===== src/rtl/seq_mult_pkg.sv =====
// Shared definitions for the sequential shift-and-add multiplier:
// controller state encoding and the default operand width.
package seq_mult_pkg;

    localparam int unsigned SEQ_MULT_WIDTH_DEFAULT = 4;

    typedef enum logic [1:0] {
        IDLE = 2'd0,
        CALC = 2'd1,
        DONE = 2'd2
    } state_e;

endpackage


===== src/rtl/seq_mult_ctrl.sv =====
// Sequencer for seq_mult: IDLE/CALC/DONE FSM with a WIDTH-step counter.
// Emits load/step/finish strobes for the datapath and a registered busy flag.
module seq_mult_ctrl
    import seq_mult_pkg::*;
#(
    parameter int unsigned WIDTH = SEQ_MULT_WIDTH_DEFAULT
) (
    input  logic clk,
    input  logic rst,
    input  logic start,
    output logic load,
    output logic step,
    output logic finish,
    output logic busy
);

    // One extra bit keeps the replication below legal for WIDTH=2.
    localparam int unsigned CNT_W = $clog2(WIDTH) + 1;
    localparam logic [CNT_W-1:0] CNT_LAST = CNT_W'(WIDTH - 1);
    localparam logic [CNT_W-1:0] CNT_ONE  = {{(CNT_W-1){1'b0}}, 1'b1};

    state_e           state_q, state_d;
    logic [CNT_W-1:0] cnt_q, cnt_d;
    logic             busy_q, busy_d;

    // Next-state, counter and strobe decode.
    always_comb begin
        state_d = state_q;
        cnt_d   = cnt_q;
        load    = 1'b0;
        step    = 1'b0;
        finish  = 1'b0;
        case (state_q)
            IDLE: begin
                if (start) begin
                    load    = 1'b1;
                    cnt_d   = '0;
                    state_d = CALC;
                end else begin
                    state_d = IDLE;
                end
            end
            CALC: begin
                step = 1'b1;
                if (cnt_q == CNT_LAST) begin
                    cnt_d   = '0;
                    state_d = DONE;
                end else begin
                    cnt_d   = cnt_q + CNT_ONE;
                end
            end
            DONE: begin
                finish  = 1'b1;
                state_d = IDLE;
            end
            default: begin
                cnt_d   = '0;
                state_d = IDLE;
            end
        endcase
        busy_d = (state_d != IDLE);
    end

    // State, counter and busy registers.
    always_ff @(posedge clk) begin
        if (rst) begin
            state_q <= IDLE;
            cnt_q   <= '0;
            busy_q  <= 1'b0;
        end else begin
            state_q <= state_d;
            cnt_q   <= cnt_d;
            busy_q  <= busy_d;
        end
    end

    assign busy = busy_q;

endmodule


===== src/rtl/seq_mult.sv =====
// Sequential shift-and-add multiplier, fixed WIDTH+2 cycle period.
// Define SEQ_MULT_SIGNED_EN to add the sgn port for two's complement operands.
module seq_mult
    import seq_mult_pkg::*;
#(
    parameter int unsigned WIDTH = SEQ_MULT_WIDTH_DEFAULT
) (
    input  logic               clk,
    input  logic               rst,
    input  logic               start,
    input  logic [WIDTH-1:0]   a,
    input  logic [WIDTH-1:0]   b,
`ifdef SEQ_MULT_SIGNED_EN
    input  logic               sgn,
`endif
    output logic               busy,
    output logic               done,
    output logic [2*WIDTH-1:0] p
);

    localparam int unsigned PW = 2 * WIDTH;

    function automatic logic [WIDTH-1:0] magnitude(input logic [WIDTH-1:0] v,
                                                   input logic             neg);
        return neg ? (-v) : v;
    endfunction

    logic             load_s, step_s, finish_s;
    logic             sgn_s, a_neg_s, b_neg_s;
    logic [WIDTH-1:0] a_mag_s, b_mag_s;

    logic [PW-1:0]    mcand_q, mcand_d;
    logic [WIDTH-1:0] mplier_q, mplier_d;
    logic [PW-1:0]    acc_q, acc_d;
    logic             neg_q, neg_d;
    logic [PW-1:0]    p_q, p_d;
    logic             done_q, done_d;

    seq_mult_ctrl #(.WIDTH(WIDTH)) u_ctrl (
        .clk    (clk),
        .rst    (rst),
        .start  (start),
        .load   (load_s),
        .step   (step_s),
        .finish (finish_s),
        .busy   (busy)
    );

`ifdef SEQ_MULT_SIGNED_EN
    assign sgn_s = sgn;
`else
    assign sgn_s = 1'b0;
`endif

    // Signed mode works on magnitudes; the sign is reapplied when the result is published.
    assign a_neg_s = sgn_s & a[WIDTH-1];
    assign b_neg_s = sgn_s & b[WIDTH-1];
    assign a_mag_s = magnitude(a, a_neg_s);
    assign b_mag_s = magnitude(b, b_neg_s);

    // Datapath next-state: load operands, one shift-add per step, publish on finish.
    always_comb begin
        mcand_d  = mcand_q;
        mplier_d = mplier_q;
        acc_d    = acc_q;
        neg_d    = neg_q;
        p_d      = p_q;
        done_d   = 1'b0;
        if (load_s) begin
            mcand_d  = {{WIDTH{1'b0}}, a_mag_s};
            mplier_d = b_mag_s;
            acc_d    = '0;
            neg_d    = a_neg_s ^ b_neg_s;
        end else if (step_s) begin
            if (mplier_q[0]) begin
                acc_d = acc_q + mcand_q;
            end else begin
                acc_d = acc_q;
            end
            mcand_d  = {mcand_q[PW-2:0], 1'b0};
            mplier_d = {1'b0, mplier_q[WIDTH-1:1]};
        end else if (finish_s) begin
            p_d    = neg_q ? (-acc_q) : acc_q;
            done_d = 1'b1;
        end else begin
            done_d = 1'b0;
        end
    end

    // Datapath and output registers.
    always_ff @(posedge clk) begin
        if (rst) begin
            mcand_q  <= '0;
            mplier_q <= '0;
            acc_q    <= '0;
            neg_q    <= 1'b0;
            p_q      <= '0;
            done_q   <= 1'b0;
        end else begin
            mcand_q  <= mcand_d;
            mplier_q <= mplier_d;
            acc_q    <= acc_d;
            neg_q    <= neg_d;
            p_q      <= p_d;
            done_q   <= done_d;
        end
    end

    assign p    = p_q;
    assign done = done_q;

endmodule


===== config.mk =====
export PLATFORM = sky130hd
export DESIGN_NAME = seq_mult
export DESIGN_NICKNAME = d
export VERILOG_FILES = /design/src/rtl/seq_mult_pkg.sv /design/src/rtl/seq_mult_ctrl.sv /design/src/rtl/seq_mult.sv
export SDC_FILE = /design/constraint.sdc
export NUM_CORES = 1
export LEC_CHECK = 0
export CAP_MARGIN = 30
export CORE_ASPECT_RATIO = 2
export CORE_MARGIN = 4
export CORE_UTILIZATION = 44
export CTS_BUF_LIST = sky130_fd_sc_hd__clkbuf_8
export CTS_CLUSTER_SIZE = 8
export DETAILED_ROUTE_END_ITERATION = 12
export GPL_TIMING_DRIVEN = 1
export PLACE_DENSITY = 0.65
export SYNTH_ARGS = -nofsm -noshare
export SYNTH_HDL_FRONTEND = slang
export SYNTH_SLANG_ARGS = --single-unit

===== constraint.sdc =====
create_clock -name clk -period 2.5 [get_ports clk]
set_input_delay 0.625 -clock clk [delete_from_list [all_inputs] [get_ports clk]]
set_output_delay 0.625 -clock clk [all_outputs]
set_load 0.005 [all_outputs]

# Word-level counts from Yosys, hierarchy flattened

Cells that the tools add are included.

Input port bits: 11
Register bits: 35
Word-level logic and storage cells: 41

Bitwise operators: 3
Equal/unequal tests: 4
Mux-type cells: 15
Add/subtract/negate cells: 2
Reduce and logical (&&, ||, !) cells: 8

Operator list:

| cell                  | count |
|---|---|
| $mux W4               | 4 |
| $pmux W3 S3           | 1 |
| $add A8 B8 Y8         | 1 |
| $mux W1               | 6 |
| $mux W3               | 2 |
| $pmux W2 S2           | 1 |
| $reduce_and A2 Y1     | 2 |
| $reduce_bool A2 Y1    | 2 |
| $add A3 B1 Y3 const B | 1 |
| $eq A3 B2 Y1 const B  | 1 |
| $not A1 Y1            | 3 |
| $reduce_and A3 Y1     | 1 |
| $reduce_or A3 Y1      | 1 |
| $eq A2 B1 Y1 const B  | 1 |
| $eq A2 B2 Y1 const B  | 1 |
| $logic_not A2 Y1      | 1 |
| $mux W2               | 1 |
| $ne A2 B2 Y1 const B  | 1 |
| $reduce_or A2 Y1      | 1 |

# Logic depth before layout (Yosys ltp)

Gate-level depths: netlist of the first run.

Word-level depth: 4
Mapped depth: 8

# Hierarchy

From an unflattened synthesis of the first run, not the netlist that was laid out.

Cells, all modules: 183
Area, all modules: 1684.1 µm²

Modules (own cells, without submodules):

| module        | cells each | seq. area each (µm²) | area an instance (µm²) | instances |
|---|---|---|---|---|
| seq_mult      | 157        | 580.6                | 1397.6                 | 1 |
| seq_mult_ctrl | 26         | 120.1                | 286.5                  | 1 |

# Worst setup path after synthesis of the first run

Ideal clock, no wire load.

Path type: register -> register
Start point: register mcand_q[0]
End point: register acc_q[6]
Data required time: 2438 ps
Arrival time: 1740 ps
Buffers on the path: 0
Slack: 698 ps
Stages on the path, launching flop included: 9
Setup time: 62 ps
Path through: dfxtp_1 > ha_1 > inv_1 > fa_1 > and2b_1 > o21a_1 > o211ai_1 > a2111o_1 > nand3_1

Longest elaborated chain between the ends: 1

RTL lines:

| element                | line            | text |
|---|---|---|
| from (decl)            | seq_mult.sv:32  | `logic [PW-1:0] mcand_q, mcand_d;` |
| from (signal assigned) | seq_mult.sv:100 | `mcand_q <= mcand_d;` |
| $add A8 B8 Y8          | seq_mult.sv:76  | `acc_d = acc_q + mcand_q;` |
| to (signal assigned)   | seq_mult.sv:95  | `acc_q <= '0;` |
| to (signal assigned)   | seq_mult.sv:102 | `acc_q <= acc_d;` |
| to (decl)              | seq_mult.sv:34  | `logic [PW-1:0] acc_q, acc_d;` |

Every way passes these cells.
A chain may end at the register's enable or synchronous reset.

# Final worst setup path of the first run

Same ends and word-level chain as after synthesis.

==> out/qor.csv, run 1 <==
stage,metric,value,unit
die,start_util,45.4,%
global_routing,antenna_found_initial,0,
synth,async_flop_share,0,%
cts,clk_pin_slew,0.07,ns
power,p_per_area,590,nW/um^2
finish,fin_nets,238,
cts,cts_max_level,2,
global_routing,track_usage,17.4,%
synth,synth_area_leaders,"dfxtp_1 43%, nand2_1 8.6%, a21oi_1 7.4%",
sta,setup-tns-final,0,ns
die,io_pins,21,
setup_path,path_cells,ha_1 -> inv_1 -> fa_1 -> and2b_1 -> o21a_1 -> o211ai_1 -> a2111o_1 -> nand3_1,
power,switching_share,24.0,%
setup_path,critPathLaunchType,flop,
setup_path,crit_type,reg2reg,
sta,fin_crit_sh,80.7,%
synth,netlist_area,1620,sq um
cts,cts_buffers,5,
setup_path,rrSetupSlack,0.48,ns
drt,drt-vias-per-instance,5.50,
power,power.leakage,0.730,nW
sta,max_slew_margin,64.8,%
synth,synth.avg_cell_area,8.22,sq um
setup_path,required,2.73,ns
placed_design,gp_congestion,0.968,
finish,nFillCells,352,
cts,clockBufferDepth,2,
synth,synth-seq-cells,35,
sta,period_needed,2.02,ns
cts,clock-sinks,35,
setup_path,end_kind,flop,
synth,syn_inst,197,
power,switchingPower,0.275,mW
finish,drive_above_1_share,7.31,%
setup_path,crit_arrival,2.25,ns
setup_path,path_max_fanout,3,
outcome,status,"finished, final reports clean",
cts,cts_tree,done,
synth,synth_nets,217,
power,p_int,0.873,mW
synth,ys_warn_count,0,
setup_path,crit_slowest_cell,dfxtp_1,
power,seqPwrFrac,51.3,%
synth,synth_commonest_cells,"37 x nand2_1, 35 x dfxtp_1, 24 x a21oi_1",
drt,drcViolationCount,0,
power,peakVddDrop,0.334,mV
drt,vias,1473,
sta,hold_viol,0,
power,clkPwrFrac,38.9,%
synth,ys.flop_type,dfxtp_1,
cts,cts_root_buf,clkbuf_8,
die,die_h,93.8,um
synth,synth_cell_types,42,
sta,report.final.slew_viol_count,0,
sta,rsz0062_at_grt,no,
synth,synth_top_area_share,43.2,%
cts,ctsResizeCount,0,
cts,clock_latency,0.29,ns
synth,yosysMostFrequentCell,nand2_1,
cts,cts_hold_buf,0,
global_routing,grt_pass1_vias,1374,
synth,ys_seq_area_share,43.2,%
worst_hold_path,hp-class,reg2reg,
die,core,3570,sq um
finish,diodes,0,
flow_run,maxCapViolations,0,
global_routing,grt_pass1_wl,6220,um
power,power.total,1.15,mW
sta,tightestPinTransition,0.527,ns
die,std_cell_rows,31,
finish,syn2layout_area_growth,20.1,%
sta,fin_worst_skew,0.00283,ns
drt,ant_nets,0,
setup_path,crit_path_max_incr_delay,0.39,ns
placed_design,io_buffers,20,
placed_design,dp_hpwl,2950,um
drt,drtIter0Drc,14,
sta,fmax,496,MHz
synth,synth_top_area_cell,dfxtp_1,
die,die_x,50.9,um
drt,drt-pass1-iter-count,4,
synth,synth_edf_count,0,
cts,cts_setup_buffers,0,
drt,routed_wl,3800,um
global_routing,grt_overflow,0,
die,dieArea,4780,sq um
sta,setup_viol,0,
drt,wl_per_cell,14.2,um
global_routing,grt_start_max_net_pins,24,
power,combPwrFrac,9.8,%
power by group through the flow:
| stage | registers, mW | clock network [mW] | logic (mW) |
|---|---|---|---|
| 2_1_floorplan | 0.595 | 0 | 0.0816 |
| 3_3_place_gp | 0.601 | 0 | 0.110 |
| 3_5_place_dp | 0.602 | 0 | 0.114 |
| 4_1_cts | 0.589 | 0.456 | 0.114 |
| 5_1_grt | 0.591 | 0.486 | 0.125 |
| 6_report | 0.589 | 0.446 | 0.113 |
cells in the final DEF, fill, tap and decap left out, types with 3 or more instances in the layout:
cell type	instances
nand2_1	37
dfxtp_1	35
a21oi_1	24
nor2_1	23
clkdlybuf4s50_1	20
inv_1	10
ha_1	8
clkbuf_8	7
nand3_1	5
o21ai_0	4
nor3_1	4
a221oi_1	4
nand2b_1	3
o22ai_1	3
worst max-delay path: cells and delay by family (launching register included):
family                   cells  cell delay [ns]
AO/OA/AOI/OAI                3             0.65
AND/OR/NAND/NOR              2             0.31
flip-flops                   1             0.39
buffers and inverters        1             0.05
adder cells (fa/ha/maj)      2             0.56
kinds of logic after synthesis:
group / Yosys count / share of synthesized area [%]
AOI/OAI and AO/OA: 50 / 19.2
and+or+nand+nor: 85 / 24.4
buffers and inverters: 17 / 5.25
DFF: 35 / 43.2
adders and majority gates: 9 / 7.41
xor gates and xnor gates: 1 / 0.541
sequential cells by signal, indices dropped and copies added, names as in the netlist:
register	cells
acc_q	8
mcand_q	8
p	8
mplier_q	4
u_ctrl.cnt_q	3
u_ctrl.state_q	2
done	1
u_ctrl.busy	1
cell type report:
class / count / area (sq um) / share of cell area (%)
sequential: 35 / 701 / 36.0
tap: 49 / 61.3 / 3.15
inverter: 9 / 33.8 / 1.74
clock inverter: 1 / 3.75 / 0.193
clock buffer: 7 / 96.3 / 4.95
multi-input combinational: 145 / 835 / 42.9
timing repair buffer: 22 / 215 / 11.1
metal layers:
layer | vias up | track usage (%) | routed length, um | part of all wire, %
met4 | 0 | 10.8 | 158 | 4.2
met1 | 693 | 17.4 | 1340 | 35
li1 | 724 | - | - | -
met2 | 42 | 31.1 | 2120 | 56
met3 | 14 | 3.97 | 177 | 4.7
met5 | - | 0 | 0 | 0
path summary, 6_finish.rpt:
kind                                               to                    start  cells after the start
worst min register to register      p[2]$_SDFFE_PP0P_        p[2]$_SDFFE_PP0P_                      2
worst max register to register  acc_q[6]$_SDFFE_PP0P_  mcand_q[0]$_SDFFE_PP0P_                      8
worst min-delay path                p[2]$_SDFFE_PP0P_        p[2]$_SDFFE_PP0P_                      2
worst max-delay path            acc_q[6]$_SDFFE_PP0P_  mcand_q[0]$_SDFFE_PP0P_                      8
per-stage QoR:
step,hold WS (ns),std cells,utilization (%),area (sq um),setup WS (ns)
after floorplan,0.441,197,-,1620,0.698
after global placement,0.441,260,51.7,1850,0.262
after detailed placement,0.450,260,51.7,1850,0.237
after CTS,0.460,268,54.5,1950,0.509
after global routing,0.483,268,54.5,1950,0.378
final,0.455,268,54.5,1950,0.483
Power figures use the tool's default switching activity.
==> inputs of run 2 (changes only) <==
==> constraint.sdc (replaced) <==
create_clock -name clk -period 2 [get_ports clk]
set_input_delay 0.5 -clock clk [delete_from_list [all_inputs] [get_ports clk]]
set_output_delay 0.5 -clock clk [all_outputs]
set_load 0.005 [all_outputs]
==> run 2 against run 1 <==
Sequential share of layout area is 1.4 points lower; routed wire length rose by 3.6%; setup slack got worse by 0.41 ns; sequential power grew 24%; non-clock buffer count rose by 9; critical endpoint unchanged; global-route usage grew 0.39 points; combinational power rose by 42%; maximum frequency up 4.7%; largest power group unchanged; critical path type unchanged; register-to-register slack worse by 0.41 ns; highest routed layer unchanged; count of clock-buffer cells in the layout stayed put.
==> out/qor.csv, run 2 (synthesis gave the netlist of run 1 again) <==
stage,metric,value,unit
cts,cts_root_buf,clkbuf_8,
drt,vias,1477,
sta,fmax,519,MHz
sta,fin_worst_skew,0.00812,ns
setup_path,crit_arrival,2.15,ns
sta,report.final.slew_viol_count,0,
placed_design,io_buffers,20,
cts,cts_max_level,2,
sta,period_needed,1.93,ns
global_routing,grt_overflow,0,
finish,multi_input_area,850,sq um
die,die_x,50.9,um
setup_path,critPathLaunchType,flop,
setup_path,path_max_fanout,3,
finish,drive_above_1_share,12.7,%
worst_hold_path,hp-class,reg2reg,
global_routing,gr-usage-met3,3.66,%
drt,drtIter0Drc,17,
cts,clock_latency,0.28,ns
cts,cts_tree,done,
die,core,3570,sq um
power,power.total,1.44,mW
finish,instances_no_fill,277,
finish,diodes,0,
finish,layout_commonest_cell,nand2_1,
drt,drt-vias-per-instance,5.33,
finish,seqCellArea,703,sq um
die,std_cell_rows,31,
finish,fin_nets,247,
global_routing,use_met1,17.3,%
setup_path,required,2.23,ns
sta,setup_viol,0,
sta,max_slew_margin,74.7,%
power,combPwrFrac,11.1,%
power,seqPwrFrac,50.9,%
drt,wl_per_cell,14.2,um
power,peakVddDrop,0.570,mV
global_routing,grt_busiest_layer,met2,
cts,clk_pin_slew,0.07,ns
outcome,status,"finished, final reports clean",
placed_design,dpl.cell_count,268,
cts,clockBufferDepth,2,
placed_design,gp_congestion,0.957,
finish,final_cell_mix,"37 x nand2_1, 33 x dfxtp_1, 24 x a21oi_1, 23 x nor2_1, 20 x clkdlybuf4s50_1",
die,io_pins,21,
die,dieArea,4780,sq um
setup_path,crit_type,reg2reg,
sta,hold_viol,0,
power,clkPwrFrac,38.0,%
drt,routed_wl,3930,um
finish,syn2layout_area_growth,25.3,%
finish,nFillCells,358,
cts,clock-sinks,35,
sta,tightestPinTransition,0.379,ns
die,start_util,45.4,%
global_routing,grt_pass1_wl,6510,um
placed_design,post_dp_cell_area,1910,sq um
power,switching_share,23.4,%
placed_design,dp_hpwl,3100,um
power,power.leakage,0.774,nW
drt,drt-pass1-iter-count,4,
global_routing,track_usage,17.8,%
setup_path,r2r_cells,8,
power,p_per_area,709,nW/um^2
flow_run,maxCapViolations,0,
sta,setup-tns-final,0,ns
finish,final_area,2030,sq um
drt,drcViolationCount,0,
die,die_h,93.8,um
drt,ant_nets,0,
setup_path,end_kind,flop,
cts,cts_hold_buf,0,
worst_hold_path,min_path_cells,2,
power,switchingPower,0.337,mW
sta,fin_crit_sh,96.3,%
power,p_int,1.10,mW
global_routing,antenna_found_initial,0,
cts,cts_buffers,5,
finish,utilization,56.9,%
global_routing,grt_pass1_vias,1483,
global_routing,grt_use_met2,32.9,%
global_routing,grt_start_max_net_pins,17,
==> run 2: changes by cell type in the layout (fill, tap and decap cells not counted) <==
cell,before,now
fa_1,1,0
dfxtp_1,35,33
buf_4,2,11
ha_4,0,1
ha_1,8,7
dfxtp_2,0,2
fa_2,0,1
==> run 2: area by class of cell <==
cell class	count	share of cell area [%]
clock buffers	7	4.74
inverters	9	1.66
repair buffers	31	13.9
well taps	49	3.02
clock inverters	1	0.185
flip-flops and latches	35	34.6
multi-input cells	145	41.8
==> run 2: per-stage QoR <==
stage                     hold slack (ns)  setup WS [ns]
final                               0.455         0.0731
after global routing                0.478       -0.00705
after CTS                           0.459         0.0542
after detailed placement            0.450         0.0687
after global placement              0.442          0.115
after floorplan                     0.441          0.198
==> run 2: repair_timing <==
action	in CTS	in global routing
endpoints found under the setup margin	0	1
endpoints found under the hold margin	0	0
setup buffers	0	1
resized for setup	0	5
==> run 2: path summary, 6_finish.rpt <==
path | startpoint | to | slack, ns
worst min-delay path | p[3]$_SDFFE_PP0P_ | p[3]$_SDFFE_PP0P_ | 0.45
worst max register to register | mcand_q[0]$_SDFFE_PP0P_ | acc_q[6]$_SDFFE_PP0P_ | 0.07
worst max-delay path | mcand_q[0]$_SDFFE_PP0P_ | acc_q[6]$_SDFFE_PP0P_ | 0.07
worst min register to register | p[3]$_SDFFE_PP0P_ | p[3]$_SDFFE_PP0P_ | 0.45
==> run 2: power groups by stage <==
stage               clock, mW  combinational, mW  sequential [mW]
global route            0.597              0.178            0.734
global placement            0              0.155            0.746
detailed placement          0              0.160            0.747
CTS                     0.563              0.160            0.732
finish                  0.547              0.160            0.733
floorplan                   0              0.102            0.744
==> run 2: layer usage <==
| layer | share of wire [%] | up-vias |
|---|---|---|
| li1 | - | 739 |
| met1 | 37 | 699 |
| met2 | 57 | 29 |
| met3 | 2.7 | 10 |
| met4 | 3.1 | 0 |
| met5 | 0 | - |
==> run 2: critical path, stage by stage, from the launching register on <==
cell	delay, ns
dfxtp_2	0.37
ha_4	0.13
inv_1	0.04
fa_2	0.33
and2b_1	0.22
o21a_1	0.17
o211ai_1	0.12
a2111o_1	0.42
nand3_1	0.08
